## src/rtl/lf_cmd_pkg.sv

```systemverilog
// rtl/lf_cmd_pkg.sv - opcodes, reset defaults and FSM states shared by the LF SPI command receiver
package lf_cmd_pkg;

  localparam logic [3:0] CMD_SET_CONF       = 4'h1;
  localparam logic [3:0] CMD_SET_DIVISOR    = 4'h2;
  localparam logic [3:0] CMD_SET_USER_BYTE1 = 4'h3;

  localparam logic [7:0] DIVISOR_RST    = 8'd95;
  localparam logic [7:0] USER_BYTE1_RST = 8'd127;
  localparam logic [7:0] CONF_LF_ED     = 8'h01;

  typedef enum logic [1:0] {
    IDLE   = 2'd0,
    SHIFT  = 2'd1,
    COMMIT = 2'd2
  } state_t;

endpackage

```

## src/rtl/lf_sync_edge.sv

```systemverilog
// rtl/lf_sync_edge.sv - N-stage synchronizer with rise/fall pulses on the synchronized level
module lf_sync_edge #(
  parameter int STAGES = 2
) (
  input  logic pck0,
  input  logic nreset,
  input  logic din,
  output logic dout,
  output logic rise,
  output logic fall
);

  // Top bit holds the previous synchronized sample for edge detection.
  logic [STAGES:0] sync;

  always_ff @(posedge pck0) begin
    if (!nreset) begin
      sync <= '1;
    end else begin
      sync <= {sync[STAGES-1:0], din};
    end
  end

  assign dout = sync[STAGES-1];
  assign rise = sync[STAGES-1] & ~sync[STAGES];
  assign fall = ~sync[STAGES-1] & sync[STAGES];

endmodule

```

## src/rtl/lf_spi_cmd_rx.sv

```systemverilog
// rtl/lf_spi_cmd_rx.sv - SPI command frame receiver driving LF config registers; optional LF_CMD_READBACK_EN
module lf_spi_cmd_rx
  import lf_cmd_pkg::*;
#(
  parameter int WORD_BITS   = 16,
  parameter int SYNC_STAGES = 2
) (
  input  logic       pck0,
  input  logic       nreset,
  input  logic       spck,
  input  logic       mosi,
  input  logic       ncs,
  output logic       miso,
  output logic [7:0] conf_word,
  output logic [2:0] major_mode,
  output logic [7:0] divisor,
  output logic [7:0] user_byte1,
  output logic       cfg_strobe,
  output logic       frame_err
);

  localparam logic [4:0] WORD_CNT = 5'(WORD_BITS);

  logic spck_s, spck_rise, spck_fall;
  logic mosi_s, mosi_rise, mosi_fall;
  logic ncs_s, ncs_rise, ncs_fall;

  lf_sync_edge #(.STAGES(SYNC_STAGES)) u_sync_spck (
    .pck0(pck0), .nreset(nreset), .din(spck), .dout(spck_s), .rise(spck_rise), .fall(spck_fall)
  );
  lf_sync_edge #(.STAGES(SYNC_STAGES)) u_sync_mosi (
    .pck0(pck0), .nreset(nreset), .din(mosi), .dout(mosi_s), .rise(mosi_rise), .fall(mosi_fall)
  );
  lf_sync_edge #(.STAGES(SYNC_STAGES)) u_sync_ncs (
    .pck0(pck0), .nreset(nreset), .din(ncs), .dout(ncs_s), .rise(ncs_rise), .fall(ncs_fall)
  );

  state_t               state, state_next;
  logic [WORD_BITS-1:0] sreg;
  logic [4:0]           bit_cnt;
  logic                 start;

  always_ff @(posedge pck0) begin
    if (!nreset) state <= IDLE;
    else         state <= state_next;
  end

  always_comb begin
    state_next = state;
    start      = 1'b0;
    case (state)
      IDLE: begin
        if (!ncs_s) begin
          state_next = SHIFT;
          start      = 1'b1;
        end
      end
      SHIFT: begin
        if (ncs_rise) state_next = (bit_cnt == WORD_CNT) ? COMMIT : IDLE;
      end
      COMMIT:  state_next = IDLE;
      default: state_next = IDLE;
    endcase
  end

  always_ff @(posedge pck0) begin
    if (!nreset) begin
      sreg       <= '0;
      bit_cnt    <= '0;
      conf_word  <= 8'h00;
      divisor    <= DIVISOR_RST;
      user_byte1 <= USER_BYTE1_RST;
      cfg_strobe <= 1'b0;
      frame_err  <= 1'b0;
    end else begin
      cfg_strobe <= 1'b0;
      frame_err  <= 1'b0;
      case (state)
        IDLE: begin
          if (start) begin
            sreg    <= '0;
            bit_cnt <= '0;
          end
        end
        SHIFT: begin
          // A chip-select release wins over a coincident clock edge.
          if (ncs_rise) begin
            frame_err <= (bit_cnt != WORD_CNT);
          end else if (spck_rise) begin
            sreg <= {sreg[WORD_BITS-2:0], mosi_s};
            if (bit_cnt != 5'd31) bit_cnt <= bit_cnt + 5'd1;
          end
        end
        COMMIT: begin
          case (sreg[15:12])
            CMD_SET_CONF: begin
              conf_word  <= sreg[7:0];
              cfg_strobe <= 1'b1;
              if (sreg[7:0] == CONF_LF_ED) user_byte1 <= USER_BYTE1_RST;
            end
            CMD_SET_DIVISOR: begin
              divisor    <= sreg[7:0];
              cfg_strobe <= 1'b1;
            end
            CMD_SET_USER_BYTE1: begin
              user_byte1 <= sreg[7:0];
              cfg_strobe <= 1'b1;
            end
            default: ;
          endcase
        end
        default: ;
      endcase
    end
  end

  assign major_mode = conf_word[7:5];

`ifdef LF_CMD_READBACK_EN
  logic [WORD_BITS-1:0] rb_word, rb_shift;
  logic                 miso_q;

  always_ff @(posedge pck0) begin
    if (!nreset) begin
      rb_word  <= '0;
      rb_shift <= '0;
      miso_q   <= 1'b0;
    end else begin
      if (state == COMMIT) rb_word <= sreg;
      if (start) begin
        miso_q   <= rb_word[WORD_BITS-1];
        rb_shift <= {rb_word[WORD_BITS-2:0], 1'b0};
      end else if (state == SHIFT && spck_fall && !ncs_rise) begin
        miso_q   <= rb_shift[WORD_BITS-1];
        rb_shift <= {rb_shift[WORD_BITS-2:0], 1'b0};
      end
    end
  end

  assign miso = miso_q;
`else
  assign miso = 1'b0;
`endif

  logic unused_edges;
  assign unused_edges = ^{mosi_rise, mosi_fall, ncs_fall, spck_fall, spck_s, sreg};

endmodule

```

## config.mk

```make
export PLATFORM = sky130hd
export DESIGN_NAME = lf_spi_cmd_rx
export DESIGN_NICKNAME = d
export VERILOG_FILES = /design/src/rtl/lf_cmd_pkg.sv /design/src/rtl/lf_sync_edge.sv /design/src/rtl/lf_spi_cmd_rx.sv
export SDC_FILE = /design/constraint.sdc
export NUM_CORES = 1
export LEC_CHECK = 0
export ABC_CLOCK_PERIOD_IN_PS = 2100
export BUFFER_PORTS_ARGS = -buffer_cell sky130_fd_sc_hd__buf_2
export CORE_MARGIN = 2
export CORE_UTILIZATION = 50
export DETAILED_ROUTE_END_ITERATION = 7
export MAX_ROUTING_LAYER = met4
export PLACE_DENSITY = 0.87
export SLEW_MARGIN = 20
export SYNTH_ARGS = -nofsm -noshare
export SYNTH_HDL_FRONTEND = slang
export SYNTH_SLANG_ARGS = --single-unit
```

## constraint.sdc

```tcl
create_clock -name pck0 -period 2.1 [get_ports pck0]
set_input_delay 0.63 -clock pck0 [delete_from_list [all_inputs] [get_ports pck0]]
set_output_delay 0.63 -clock pck0 [all_outputs]
set_load 0.02 [all_outputs]
```

### Yosys cells after proc, flatten, opt, wreduce, memory -nomap -nowiden

Index checks and enable logic that the tools add are counted.

* register bits after elaboration: 57
* input port bits: 5
* output and inout port bits: 30
* logic and storage cells: 62

* add/subtract/negate cells: 1
* equal/unequal tests: 16
* mux-type cells: 18
* bitwise gates (word level): 4
* reduce and logical (&&, ||, !) cells: 12

Operator list (count)
* $mux 16: 3
* $pmux 16 s2: 1
* $mux 5: 4
* $pmux 8 s2: 1
* $ne 2x2->1 const B: 7
* $ne 5x5->1 const B: 2
* $pmux 5 s2: 1
* $eq 4x2->1 const B: 2
* $eq 8x1->1 const B: 1
* $mux 8: 1
* $reduce_and 2->1: 4
* $mux 2: 3
* $reduce_and 3->1: 2
* $add 5x1->5 const B: 1
* $eq 5x5->1 const B: 1
* $reduce_and 5->1: 1
* $eq 4x1->1 const B: 1
* $pmux 2 s2: 1
* $reduce_and 4->1: 1
* $reduce_bool 2->1: 2
* $mux 1: 3
* $reduce_or 3->1: 1
* $and 1x1->1: 2
* $eq 2x1->1 const B: 1
* other kinds (3): 4

### Logic depth before layout (Yosys ltp)

* depth in word-level cells: 5
* mapped depth: 7
* depth with buffers taken out: 7

### By module

A second synthesis with hierarchy kept.

* cell total of the unflattened synthesis: 239
* area, all modules: 2289.7 um^2

By module, submodules not included
* lf_spi_cmd_rx: instances 1, cells an instance 215, area each 2015.7 um^2, seq. area each 980.9 um^2
* lf_sync_edge: instances 3, cells an instance 8, area each 91.3 um^2, seq. area each 60.1 um^2

### Worst setup path before layout

OpenSTA, ideal clock, no wires.

* path type: register -> register
* start point: register bit_cnt[0]
* end point: register bit_cnt[3]
* setup time: 119 ps
* data arrival time: 1877 ps
* required time: 1981 ps
* slack: 104 ps
* stages on the path, launching flop included: 8
* path buffers: 0
* clock period less this slack: 1996 ps
* cell sequence: dfxtp_1 ha_1 and3_1 ha_1 or3b_1 a211oi_4 nand4_1 mux2i_1

* word-level cells in the longest chain between the ends: 5
* elaborated cells between the ends (all ways): 8
* classes of those cells: add/sub (1); eq/ne (2); mux (4); reduce/logical (1)

RTL lines
* start, declared: line lf_spi_cmd_rx.sv:40 `logic [4:0] bit_cnt;`
* start signal, assigned: line lf_spi_cmd_rx.sv:91 `if (bit_cnt != 5'd31) bit_cnt <= bit_cnt + 5'd1;`
* $add 5x1->5: line lf_spi_cmd_rx.sv:91
* $mux 5: line lf_spi_cmd_rx.sv:91
* $mux 5: line lf_spi_cmd_rx.sv:89 `end else if (spck_rise) begin`
* $mux 5: line lf_spi_cmd_rx.sv:87 `if (ncs_rise) begin`
* $pmux 5 s2: line lf_spi_cmd_rx.sv:78 `case (state)`

Parallel ways exist; a longest one is shown, timed or not. The select of a mux whose other input is x is not followed.
A chain may end at the register's enable or synchronous reset.

### Worst setup path in the final report

* start point: register bit_cnt[0]
* end point: register bit_cnt[1]

Same word-level chain as after synthesis.

==> run_results.csv <==
group,metric,value,unit
sta,setup_tns,0,ps
setup_path,r2r_start,"bit_cnt[0]",
cts,cts_buffers,9,
setup_path,cp-startpoint,"bit_cnt[0]",
logic_synthesis,yosysMostFrequentCell,"dfxtp_1",
sta,period_minus_slack,1970,ps
floorplan,fp.dieH,70.4,um
min_path,holdCritStartpoint,"u_sync_mosi.sync[0]",
power_and_ir_drop,pwr-share-clk,44.8,%
logic_synthesis,ys_types,38,
global_routing,grt_first_pass_wirelength,7240,um
power_and_ir_drop,combPwrFrac,4.0,%
cts,clockBufferDepth,2,
setup_path,end_kind,"register",
sta,max_freq,508,MHz
logic_synthesis,ys_top_cells_by_count,"dfxtp_1 (57), nand2_1 (21), o21ai_0 (19), nor2b_1 (15)",
logic_synthesis,async_flop_share,0,%
drt,drt_iter0_drc,99,
logic_synthesis,ys_seq_area_share,51.7,%
power_and_ir_drop,ir_drop,0.610,mV
drt,vias,1704,
floorplan,start_util,51.4,%
cts,insertion_delay,330,ps
sta,fin_skew,5.21,ps
drt,drc,0,
logic_synthesis,ys_ff_latch,57,
logic_synthesis,synth_fp_nets,233,
logic_synthesis,yosys-top-cells-area,"dfxtp_1 (52%), o21ai_0 (4.3%), nor2b_1 (4.3%), mux2i_1 (4.1%), a22oi_1 (3.7%)",
cts,tritoncts,"built",
final_layout,syn_to_final_growth,17.9,%
power_and_ir_drop,powerDensity,838,nW/um^2
power_and_ir_drop,p_sw_share,21.4,%
place,port_buffers,33,
cts,clock-root-buffer,"clkbuf_8",
final_layout,nets,265,
place,gp_congestion,0.767,
floorplan,num_rows,24,
power_and_ir_drop,internal_power,1.71,mW
global_routing,grt.overflow.total,0,
logic_synthesis,synthCells,225,
min_path,hold_path.class,"register to register",
power_and_ir_drop,p_leak,1.10,nW
place,dp_cells,298,
run,maxCapViolCount,0,
logic_synthesis,synth_edf_count,0,
logic_synthesis,synth_area,2210,sq um
logic_synthesis,yosys.area.top_type,"dfxtp_1",
setup_path,start_kind,"register",
floorplan,dieArea,4960,sq um
sta,tightestPinTransition,710,ps
sta,finalCritPeriodShare,93.7,%
setup_path,path_class,"register to register",
drt,antenna_left,0,
final_layout,drive_gt1_share,24.4,%
setup_path,path_max_fanout,7,
cts,post-cts-setup-buffer-count,0,
global_routing,grt_max_degree,39,
power_and_ir_drop,p_switching,466,uW
floorplan,io-pin-count,35,
floorplan,core-area,4290,sq um
status,status,"finished, final reports clean",
final_layout,n_antenna_cell,0,
drt,wl_per_cell,13.4,um
logic_synthesis,yosys_most_used_dff,"dfxtp_1",
global_routing,antenna_found_initial,0,
sta,rsz0062_at_grt,"false",
drt,vias_per_cell,5.43,
place,dp_hpwl,2740,um
global_routing,grtUsageTotal,19.4,%
power_and_ir_drop,pwr-share-seq,51.2,%
setup_path,critical_path_required,2350,ps
sta,hold_viol,0,
setup_path,cp.arrival,2220,ps
sta,relSlewSlack,52.4,%
cts,clk_pin_slew,60,ps
logic_synthesis,synth_warnings,0,
drt,totalWireLength,4210,um
cts,cts.sinks,57,
logic_synthesis,synth_top_area_share,51.7,%
cts,cts.htree.levels,3,
floorplan,dieWidth,70.4,um
sta,finalSetupViolations,0,
drt,drt_pass1_iterations,4,
sta,slew_violations,0,
final_layout,layoutNonFillerInstCount,314,
global_routing,grt_pass1_vias,1579,
logic_synthesis,post_synth.cell_area_avg,9.81,sq um
## critical path: stages, from the launching register on
cell      delay [ps]
dfxtp_1          330
ha_2             200
and3_1           180
ha_1             180
or3b_4           380
a211oi_4         270
buf_6            160
nand4_1           90
o21ai_1           90
## path summary, 6_finish.rpt
| kind | endpoint | slack [ps] | cells after the start |
|---|---|---|---|
| worst max register to register | bit_cnt[1] | 130 | 8 |
| worst min register to register | u_sync_mosi.sync[1] | 400 | 1 |
| worst max-delay path | bit_cnt[1] | 130 | 8 |
| worst min-delay path | u_sync_mosi.sync[1] | 400 | 1 |
## power by group through the flow
stage / Clock [mW] / Combinational, mW / Sequential, mW
2_1_floorplan: 0 / 0.0660 / 1.13
3_3_place_gp: 0 / 0.0828 / 1.14
3_5_place_dp: 0 / 0.0838 / 1.14
4_1_cts: 0.998 / 0.0852 / 1.11
5_1_grt: 1.05 / 0.0951 / 1.12
6_report: 0.977 / 0.0867 / 1.12
## through the flow
| stage | area (sq um) | power [mW] | worst slack (ps) | hold WS [ps] | util [%] |
|---|---|---|---|---|---|
| after floorplan | 2210 | 1.20 | 104 | 386 | - |
| after global placement | 2400 | 1.22 | 143 | 389 | 55.9 |
| after detailed placement | 2400 | 1.22 | 70.8 | 394 | 55.9 |
| after CTS | 2590 | 2.20 | 22.7 | 405 | 60.3 |
| after global routing | 2600 | 2.26 | 10.5 | 417 | 60.6 |
| final | 2600 | 2.18 | 132 | 402 | 60.6 |
## cells in the final DEF (no fill, tap or decap), types with 3 or more instances in the layout
master,count
nand2_1,21
nand4_1,4
o21ai_0,18
mux2i_1,9
buf_4,4
dfxtp_1,56
buf_2,33
nand2b_1,9
o221a_2,5
nand3_1,11
a21oi_1,7
inv_1,3
clkbuf_1,3
nor2_1,10
clkbuf_8,10
a22oi_1,11
nor2b_1,15
## layer usage
metal | part of all wire (%) | GRT usage, %
met5 | 0 | -
met4 | 1.4 | 9.62
met3 | 6.8 | 8.23
met2 | 48 | 29.9
met1 | 43 | 21.6
## flip-flops by register name (all words and copies together), names as in the netlist
register and count:
cfg_strobe 1, conf_word 8, sreg 16, divisor 8, u_sync_spck.sync 3, user_byte1 8, u_sync_mosi.sync 2, u_sync_ncs.sync 3
bit_cnt 5, frame_err 1, state 2
## logic make-up (layout without fill, tap and decap cells)
family	count (synthesis)	after routing	share of synthesized area, %
and+or+nand+nor	83	83	21.0
DFF	57	57	51.7
AOI/OAI and AO/OA	51	51	16.6
buffers and inverters	21	58	4.71
muxes	9	9	4.08
adders and majority gates	3	3	1.70
other	1	1	0.170
## final cells by class
cell class                      instances  area (sq um)
Multi-Input combinational cell        147           967
Inverter                                3          11.3
Fill cell                             355          1690
Sequential cell                        57          1140
Tap cell                               52          65.1
Clock inverter                          3          40.0
Timing Repair Buffer                   39           226
Clock buffer                           13           149
## what timing repair did
item | 4_1_cts | 5_1_grt
endpoints found under the hold margin | 0 | 0
setup endpoints to repair | 0 | 5
resized for setup | 0 | 5
hold buffers | 0 | 0
No activity file was read; power rests on OpenSTA's default activity.
